===== config.mk =====
export PLATFORM = sky130hd
export DESIGN_NAME = fp8_add_pipe
export DESIGN_NICKNAME = d
export VERILOG_FILES = /design/src/rtl/fp8_add_pipe.sv
export SDC_FILE = /design/constraint.sdc
export NUM_CORES = 1
export LEC_CHECK = 0
export ABC_AREA = 1
export ABC_CLOCK_PERIOD_IN_PS = 7120
export BUFFER_PORTS_ARGS = -buffer_cell sky130_fd_sc_hd__buf_2
export CORE_UTILIZATION = 50
export CTS_BUF_LIST = sky130_fd_sc_hd__clkbuf_4
export CTS_CLUSTER_SIZE = 40
export DETAILED_ROUTE_END_ITERATION = 8
export GPL_TIMING_DRIVEN = 0
export PLACE_DENSITY_LB_ADDON = 0.05
export SETUP_SLACK_MARGIN = 0.02
export SKIP_CTS_REPAIR_TIMING = 1
export SYNTH_ARGS = -nofsm -noshare
export SYNTH_HDL_FRONTEND = slang
export SYNTH_SLANG_ARGS = --single-unit

===== constraint.sdc =====
create_clock -name clk -period 7.12 [get_ports clk]
set_input_delay 0.712 -clock clk [delete_from_list [all_inputs] [get_ports clk]]
set_output_delay 0.712 -clock clk [all_outputs]
set_load 0.02 [all_outputs]

===== src/rtl/fp8_add_pipe.sv =====
// Purpose : pipelined small-float adder/subtractor (sign/exp/man, RNE, subnormals, saturation), tag passed through.
// Latency : 3 register stages; out_valid rises on the third rising edge counting the accept edge.
// Backpressure: global stall, in_ready = out_ready || !out_valid; all stages hold. FP8_ADD_FLAGS_EN adds out_flags.
module fp8_add_pipe #(
  parameter int EXP_W = 4,
  parameter int MAN_W = 3,
  parameter int TAG_W = 4
) (
  input  logic                 clk,
  input  logic                 rst_n,
  input  logic                 in_valid,
  output logic                 in_ready,
  input  logic [EXP_W+MAN_W:0] in_a,
  input  logic [EXP_W+MAN_W:0] in_b,
  input  logic                 in_op,
  input  logic [TAG_W-1:0]     in_tag,
  output logic                 out_valid,
  input  logic                 out_ready,
  output logic [EXP_W+MAN_W:0] out_data,
  output logic [TAG_W-1:0]     out_tag
`ifdef FP8_ADD_FLAGS_EN
  ,
  output logic [2:0]           out_flags
`endif
);
  localparam int DW  = 1 + EXP_W + MAN_W;  // code width
  localparam int SW  = MAN_W + 4;          // hidden + mantissa + G/R/S
  localparam int NW  = MAN_W + 5;          // sum incl. carry
  localparam int EW  = EXP_W + 1;          // exponent with overflow headroom
  localparam int RW  = MAN_W + 2;          // rounded significand incl. carry
  localparam int SHW = $clog2(SW + 1);

  logic w_adv;

  // ---------------- S1: swap and align ----------------
  logic [DW-2:0]    w_a_mag, w_b_mag, w_x_mag, w_y_mag;
  logic             w_b_sgn, w_swap, w_x_sgn, w_y_sgn;
  logic [EXP_W-1:0] w_x_exp, w_y_exp, w_x_ee, w_y_ee, w_diff;
  logic [MAN_W:0]   w_x_sig, w_y_sig;
  logic [SHW-1:0]   w_sh;
  logic [2*SW-1:0]  w_y_wide;
  logic [SW-1:0]    w_y_al;

  assign w_adv    = out_ready | ~out_valid;
  assign in_ready = w_adv;

  assign w_a_mag = in_a[DW-2:0];
  assign w_b_mag = in_b[DW-2:0];
  assign w_b_sgn = in_b[DW-1] ^ in_op;
  assign w_swap  = (w_b_mag > w_a_mag);
  assign w_x_mag = w_swap ? w_b_mag : w_a_mag;
  assign w_y_mag = w_swap ? w_a_mag : w_b_mag;
  assign w_x_sgn = w_swap ? w_b_sgn : in_a[DW-1];
  assign w_y_sgn = w_swap ? in_a[DW-1] : w_b_sgn;
  assign w_x_exp = w_x_mag[DW-2:MAN_W];
  assign w_y_exp = w_y_mag[DW-2:MAN_W];
  // subnormals share the scale of exponent 1
  assign w_x_ee  = (w_x_exp == '0) ? EXP_W'(1) : w_x_exp;
  assign w_y_ee  = (w_y_exp == '0) ? EXP_W'(1) : w_y_exp;
  assign w_x_sig = {|w_x_exp, w_x_mag[MAN_W-1:0]};
  assign w_y_sig = {|w_y_exp, w_y_mag[MAN_W-1:0]};
  assign w_diff  = w_x_ee - w_y_ee;
  // beyond SW every bit of Y has already fallen into sticky
  assign w_sh    = (int'(w_diff) > SW) ? SHW'(SW) : SHW'(w_diff);
  assign w_y_wide = {w_y_sig, 3'b000, {SW{1'b0}}} >> w_sh;
  assign w_y_al  = w_y_wide[2*SW-1:SW] | {{(SW-1){1'b0}}, |w_y_wide[SW-1:0]};

  logic             r_s1_vld, r_s1_sgn, r_s1_sub;
  logic [EXP_W-1:0] r_s1_exp;
  logic [SW-1:0]    r_s1_x, r_s1_y;
  logic [TAG_W-1:0] r_s1_tag;

  // S1 register: larger operand, aligned smaller operand, effective operation
  always_ff @(posedge clk or negedge rst_n) begin
    if (!rst_n) begin
      r_s1_vld <= 1'b0; r_s1_sgn <= 1'b0; r_s1_sub <= 1'b0;
      r_s1_exp <= '0;   r_s1_x   <= '0;   r_s1_y   <= '0; r_s1_tag <= '0;
    end else if (w_adv) begin
      r_s1_vld <= in_valid;
      if (in_valid) begin
        r_s1_sgn <= w_x_sgn;
        r_s1_sub <= w_x_sgn ^ w_y_sgn;
        r_s1_exp <= w_x_ee;
        r_s1_x   <= {w_x_sig, 3'b000};
        r_s1_y   <= w_y_al;
        r_s1_tag <= in_tag;
      end
    end
  end

  // ---------------- S2: add/subtract and leading-zero count ----------------
  logic [NW-1:0]  w_sum;
  logic [SHW-1:0] w_lzc;
  logic           w_s2_sgn;

  assign w_sum = r_s1_sub ? ({1'b0, r_s1_x} - {1'b0, r_s1_y}) : ({1'b0, r_s1_x} + {1'b0, r_s1_y});
  // a zero sum is -0 only when both inputs were same-signed negative zeros
  assign w_s2_sgn = (w_sum == '0) ? (r_s1_sgn & ~r_s1_sub) : r_s1_sgn;

  // leading zeros below the carry bit; the highest set bit wins
  always_comb begin
    w_lzc = SHW'(SW);
    for (int i = 0; i < SW; i++) begin
      if (w_sum[i]) w_lzc = SHW'(SW - 1 - i);
    end
  end

  logic             r_s2_vld, r_s2_sgn;
  logic [EXP_W-1:0] r_s2_exp;
  logic [NW-1:0]    r_s2_sum;
  logic [SHW-1:0]   r_s2_lzc;
  logic [TAG_W-1:0] r_s2_tag;

  // S2 register: raw sum, its normalisation distance and the final sign
  always_ff @(posedge clk or negedge rst_n) begin
    if (!rst_n) begin
      r_s2_vld <= 1'b0; r_s2_sgn <= 1'b0; r_s2_exp <= '0;
      r_s2_sum <= '0;   r_s2_lzc <= '0;   r_s2_tag <= '0;
    end else if (w_adv) begin
      r_s2_vld <= r_s1_vld;
      if (r_s1_vld) begin
        r_s2_sgn <= w_s2_sgn;
        r_s2_exp <= r_s1_exp;
        r_s2_sum <= w_sum;
        r_s2_lzc <= w_lzc;
        r_s2_tag <= r_s1_tag;
      end
    end
  end

  // ---------------- S3: normalise, round, saturate ----------------
  logic [EXP_W-1:0] w_lim;
  logic [SHW-1:0]   w_ls;
  logic [SW-1:0]    w_norm;
  logic [EW-1:0]    w_en, w_ef;
  logic             w_up, w_ovf;
  logic [RW-1:0]    w_rsig;
  logic [MAN_W-1:0] w_mf;
  logic [DW-1:0]    w_res;

  // normalise (left shift stops at exponent 1), round to nearest even, saturate
  always_comb begin
    w_lim = r_s2_exp - EXP_W'(1);
    w_ls  = (int'(r_s2_lzc) <= int'(w_lim)) ? r_s2_lzc : SHW'(w_lim);
    if (r_s2_sum[NW-1]) begin
      w_norm = {r_s2_sum[NW-1:2], |r_s2_sum[1:0]};
      w_en   = {1'b0, r_s2_exp} + EW'(1);
    end else begin
      w_norm = r_s2_sum[SW-1:0] << w_ls;
      w_en   = {1'b0, r_s2_exp} - EW'(w_ls);
    end
    w_up   = w_norm[2] & (w_norm[1] | w_norm[0] | w_norm[3]);
    w_rsig = {1'b0, w_norm[SW-1:3]} + RW'(w_up);
    if (w_rsig[RW-1]) begin
      w_ef = w_en + EW'(1);
      w_mf = '0;
    end else if (w_rsig[MAN_W]) begin
      w_ef = w_en;
      w_mf = w_rsig[MAN_W-1:0];
    end else begin
      w_ef = '0;
      w_mf = w_rsig[MAN_W-1:0];
    end
    w_ovf = w_ef[EW-1];
    w_res = w_ovf ? {r_s2_sgn, {(DW-1){1'b1}}} : {r_s2_sgn, w_ef[EXP_W-1:0], w_mf};
  end

`ifdef FP8_ADD_FLAGS_EN
  logic       w_inx, w_unf;
  logic [2:0] r_s3_flags;
  assign w_inx     = (|w_norm[2:0]) | w_ovf;
  assign w_unf     = (w_ef == '0) & w_inx;
  assign out_flags = r_s3_flags;
`endif

  logic             r_s3_vld;
  logic [DW-1:0]    r_s3_dat;
  logic [TAG_W-1:0] r_s3_tag;

  // S3/output register: holds the result until downstream takes it
  always_ff @(posedge clk or negedge rst_n) begin
    if (!rst_n) begin
      r_s3_vld <= 1'b0; r_s3_dat <= '0; r_s3_tag <= '0;
`ifdef FP8_ADD_FLAGS_EN
      r_s3_flags <= '0;
`endif
    end else if (w_adv) begin
      r_s3_vld <= r_s2_vld;
      if (r_s2_vld) begin
        r_s3_dat <= w_res;
        r_s3_tag <= r_s2_tag;
`ifdef FP8_ADD_FLAGS_EN
        r_s3_flags <= {w_ovf, w_unf, w_inx};
`endif
      end
    end
  end

  assign out_valid = r_s3_vld;
  assign out_data  = r_s3_dat;
  assign out_tag   = r_s3_tag;

endmodule


==> results of run 1 <==
==> path summary, 6_finish.rpt <==
path / slack, ns / end / cells after the start
setup / recovery: 2.92 / r_s1_y[0] / 26
hold / removal: 0.36 / r_s2_lzc[0] / 1
setup reg to reg: 2.95 / out_data[6] / 25
hold reg to reg: 0.51 / r_s1_exp[3] / 2
max in group asynchronous: 6.28 / r_s1_exp[2] / 1
min in group clk: 0.51 / r_s1_exp[3] / 2
==> cell families after synthesis <==
family / synth area share
compound gates: 0.136
buf+inv: 0.0914
simple gates: 0.303
flops: 0.331
xor+xnor: 0.0290
fa+ha+maj: 0.109
==> critical path, delay by kind of cell <==
kind	cells	cell delay, ns
adder cells (fa/ha/maj)	2	0.53
AND/OR/NAND/NOR	17	1.94
buffers and inverters	3	0.35
AO/OA/AOI/OAI	4	0.95
==> layer usage <==
metal	up-vias	routed length, µm
li1	1939	-
met4	0	167
met3	13	282
met1	1716	4030
met5	-	0
met2	71	4640
==> through the flow <==
stage                util  instances
finish              0.562        724
global route        0.562        724
CTS                 0.561        724
detailed placement  0.554        716
global placement    0.554        716
floorplan               -        573
==> synthesized netlist by cell type, types with 3 or more instances <==
| cell type | n | area (µm²) |
|---|---|---|
| inv_2 | 4 | 15.0 |
| xnor2_1 | 8 | 70.1 |
| nand2_1 | 130 | 488 |
| nand3_2 | 6 | 60.1 |
| o21ai_0 | 57 | 285 |
| fa_1 | 3 | 60.1 |
| o21ai_1 | 4 | 20.0 |
| clkbuf_1 | 12 | 45.0 |
| inv_1 | 80 | 300 |
| o22ai_1 | 4 | 25.0 |
| nand2_4 | 9 | 101 |
| nand4_1 | 10 | 62.6 |
| nand3_1 | 38 | 190 |
| nor2_4 | 4 | 45.0 |
| ha_1 | 32 | 400 |
| o211ai_1 | 3 | 22.5 |
| xor2_1 | 6 | 52.6 |
| a21oi_1 | 21 | 105 |
| nand2_2 | 11 | 68.8 |
| nor2_1 | 48 | 180 |
| dfrtp_1 | 56 | 1400 |
==> state kept, by name, indices dropped and copies added, names as in the netlist <==
| name | count |
|---|---|
| out_tag | 4 |
| r_s2_tag | 4 |
| out_data | 8 |
| r_s2_sum | 8 |
| r_s2_exp | 4 |
| r_s2_lzc | 3 |
| r_s1_sgn | 1 |
| r_s1_y | 7 |
| r_s2_vld | 1 |
| r_s1_tag | 4 |
| r_s1_exp | 4 |
| r_s1_sub | 1 |
| out_valid | 1 |
| r_s1_x | 4 |
| r_s2_sgn | 1 |
| r_s1_vld | 1 |
==> area by class of cell <==
cell class,count,area (µm²)
repair buffers,38,193
clock buffers,6,45.0
fillers,837,3600
well taps,105,131
plain buffers,14,61.3
clock inverters,2,16.3
flip-flops and latches,56,1400
inverters,86,325
multi-input cells,417,2440
==> reports/summary.txt, run 1 <==
status: completed
TritonCTS Buffers: 5
most frequent cells in the layout: nand2_1, inv_1, o21ai_0
Rel. slew slack: 0.527
syn_nets: 633
Area growth syn-to-layout: 9.11%
Min Clock Period, post-route: 4.20 ns
core area: 8220 µm²
vias per inst: 5.16
# IOs: 39
via count: 3,739
Crit path required time: 7.41 ns
Worst path slowest cell: a2111oi_1
Detailed Route Iter0 Violations: 163
sequential-to-total area share from yosys stat: 0.331
WHS: 0.359 ns
predominant post-synthesis flop cell: dfrtp_1
CTS tree: built
crit path kind: in2reg
distinct cell type count after synthesis: 42
pre-CTS WS: 2.57 ns
Worst Path Arrival: 4.49 ns
slack of the critical path: 2.92 ns
RD Place Congestion: 0.890
CP Launch Type: input port
CTS clk-pin slew, worst paths: 0.16 ns
CP Capture Type: register
met1 Use GR: 0.282
DP HPWL: 7430 µm
Setup crit start: in_a[6]
nets: 678
Post-Route WL: 9110 µm
Worst path most repeated cell: nand2_1
placed instance area: 4550 µm²
hold crit path type: in2async
Avg Cell Area, Syn: 7.38 µm²
Initial Util: 0.515
Post-Synthesis Cells: 573
antenna violations before repair: 0
GRT Max-Usage Layer: met2
Final Cycle Share: 0.589
Worst Tran Pin Value: 0.710 ns
site row count: 33
max-cap violations: 0
Cell Area, Synth: 4230 µm²
layout cells sized above 1: 0.149
met2 usage: 0.424
final slew viol count: 0
Post-synth EDFFs: 0
Setup-failing EPs final: 0
first-pass GRT wire length: 16,200 µm
largest net degree at the start of global routing: 57
Final Hold Fails: 0
Synthesis Warnings: 0
# diodes: 0
clock skew: 0.0197 ns
first drt pass iteration count: 6
RSZ-0062 raised after global routing: false
max incr delay on CP: 0.55 ns
Post-Layout Inst Area: 4610 µm²
port buffer count: 38
Max FO, Critical Path: 10
Max Freq: 0.238 GHz
met3 GRT Util: 0.0307
leading cell type in the layout, fill and taps excluded: nand2_1
Fin Setup TNS: 0 ns
final antenna-violating net count: 0
number of clock sinks: 56
reg-to-reg startpoint: r_s2_exp[0]
global route overflow: 0
die area: 8830 µm²
CTS H-tree lvls: 2
clk_lat worst skew: 0.37 ns
DR WL/cell: 12.6 µm
die outline width: 94.0 µm
Synth async-reset ratio: 1.00
die height: 94.0 µm
synthesized flop and latch total: 56
Global Route Usage Sum: 0.231
number of remaining DRC errors: 0
maximum root-to-sink buffer count: 2
vias in the first global route: 3,676
Clk Tree Root Cell: clkbuf_4
Power of run 1 is left out: the tool's default activity adds up to more than one toggle a clock period on the data nets, which glitch-free logic cannot reach.
==> run 2: changes to the inputs <==
--- a/config.mk
+++ b/config.mk
@@ -6,7 +6,7 @@
 export NUM_CORES = 1
 export LEC_CHECK = 0
 export ABC_AREA = 1
-export ABC_CLOCK_PERIOD_IN_PS = 7120
+export ABC_CLOCK_PERIOD_IN_PS = 3740
 export BUFFER_PORTS_ARGS = -buffer_cell sky130_fd_sc_hd__buf_2
 export CORE_UTILIZATION = 50
 export CTS_BUF_LIST = sky130_fd_sc_hd__clkbuf_4
==> constraint.sdc (replaced) <==
create_clock -name clk -period 3.74 [get_ports clk]
set_input_delay 0.374 -clock clk [delete_from_list [all_inputs] [get_ports clk]]
set_output_delay 0.374 -clock clk [all_outputs]
set_load 0.02 [all_outputs]
==> reports/summary.txt, run 2 (synthesized netlist as in run 1, its figures left out) <==
# IOs: 39 (unchanged)
clk_lat worst skew: 0.37 ns (about the same)
max-cap violations: 0 (unchanged)
Min Clock Period, post-route: 3.79 ns
largest net degree at the start of global routing: 57 (unchanged)
Post-Route WL: 10,100 µm (+11%)
Max Freq: 0.264 GHz
crit path kind: reg2reg
die area: 8830 µm² (unchanged)
Rel. slew slack: 0.531 (+0.00383)
CTS tree: built
CTS H-tree lvls: 2 (unchanged)
antenna violations before repair: 0 (unchanged)
nets: 704 (+3.8%)
first drt pass iteration count: 4 (-2)
die height: 94.0 µm (unchanged)
core area: 8220 µm² (unchanged)
via count: 3,922 (+4.9%)
Final Cycle Share: 1.01
final slew viol count: 0 (unchanged)
final antenna-violating net count: 0 (unchanged)
Worst Tran Pin Value: 0.704 ns (-0.00574 ns)
failing checks: setup timing
vias in the first global route: 3,620 (-1.5%)
Setup-failing EPs final: 5 (+5)
status: complete, but fails checks
CP Launch Type: register
number of remaining DRC errors: 0 (unchanged)
number of clock sinks: 56 (unchanged)
site row count: 33 (unchanged)
maximum root-to-sink buffer count: 2 (unchanged)
slack of the critical path: -0.0507 ns (-2.97 ns)
vias per inst: 5.23 (+1.3%)
# diodes: 0 (unchanged)
Crit path required time: 4.03 ns (-3.38 ns)
clock skew: 0.0225 ns (+0.00277 ns)
first-pass GRT wire length: 15,600 µm (-3.9%)
RD Place Congestion: 0.899 (+0.98%)
most frequent cells in the layout: nand2_1, inv_1, dfrtp_1
port buffer count: 38 (unchanged)
DP HPWL: 7440 µm (about the same)
DR WL/cell: 13.4 µm (+6.8%)
Clk Tree Root Cell: clkbuf_4
TritonCTS Buffers: 5 (unchanged)
hold crit path type: in2async
leading cell type in the layout, fill and taps excluded: nand2_1
WHS: 0.0116 ns (-0.348 ns)
global route overflow: 0 (unchanged)
Final Hold Fails: 0 (unchanged)
pre-CTS WS: -0.515 ns (-3.08 ns)
Detailed Route Iter0 Violations: 130 (-20%)
RSZ-0062 raised after global routing: true
Initial Util: 0.515 (unchanged)
Global Route Usage Sum: 0.223 (-0.00805)
Fillers: 745 (-11%)
CTS clk-pin slew, worst paths: 0.16 ns (about the same)
Worst Path Arrival: 4.08 ns (-0.41 ns)
Area growth syn-to-layout: 22.0%
Max FO, Critical Path: 5 (-5)
CP Capture Type: register
layout cells sized above 1: 0.257 (+0.109)
die outline width: 94.0 µm (unchanged)
## run 2: changes by cell type in the layout (fill, tap and decap cells not counted), sizes merged
cell | before | now
clkinvlp | 1 | 0
bufinv | 0 | 1
clkinv | 2 | 3
buf | 40 | 67
clkbuf | 18 | 16
## run 2: worst max-delay path, cell delays in order, from the launching register on
cell and delay [ns]:
dfrtp_1 0.43, inv_4 0.06, ha_4 0.17, xnor2_4 0.16
ha_4 0.29, nand2_4 0.06, nor2_4 0.13, nor2_4 0.06
nor2_4 0.18, nand2_4 0.08, buf_6 0.12, nand2_4 0.07
nand2_8 0.07, ha_4 0.17, ha_4 0.20, inv_2 0.05
nor2_2 0.03, ha_1 0.34, buf_4 0.17, xnor2_4 0.20
inv_1 0.09, nor3_2 0.15, xnor2_1 0.10, nand2_1 0.07
nand3_1 0.09, nor2_2 0.11, nor2_1 0.05
## run 2: path summary, 6_finish.rpt
check | slack (ns) | endpoint | cells after the start | start
max | -0.05 | out_data[6] | 26 | r_s2_exp[0]
min | 0.01 | r_s2_sum[1] | 1 | rst_n
max reg2reg | -0.05 | out_data[6] | 26 | r_s2_exp[0]
min reg2reg | 0.50 | r_s2_tag[3] | 2 | r_s1_tag[3]
max in group asynchronous | 3.25 | r_s1_y[4] | 1 | rst_n
min in group clk | 0.18 | r_s1_tag[2] | 3 | in_tag[2]
## run 2: metrics by stage
step	cell area, µm²	setup TNS (ns)	utilization	std cells
floorplan	4240	0	-	573
global placement	4560	-4.71	0.555	716
detailed placement	4560	-5.63	0.555	716
CTS	4640	-3.45	0.564	724
global route	5160	-1.42	0.628	750
finish	5160	-0.153	0.628	750
## run 2: metal layers
metal / vias to the layer above / share of wire / routed length, µm / GRT usage
li1: 1999 / - / - / -
met1: 1840 / 0.42 / 4220 / 0.264
met2: 65 / 0.54 / 5460 / 0.425
met3: 18 / 0.024 / 246 / 0.0259
met4: 0 / 0.016 / 159 / 0.0538
met5: - / 0 / 0 / 0
## run 2: cell type report
cell class	instances	area (µm²)	share of cell area
Multi-Input combinational cell	417	2750	0.532
Sequential cell	56	1400	0.272
Timing Repair Buffer	65	403	0.0781
Inverter	86	330	0.0640
Tap cell	105	131	0.0255
Buffer	13	67.6	0.0131
Clock inverter	3	42.5	0.00824
Clock buffer	5	37.5	0.00727
Power of run 2 is left out for the same reason.
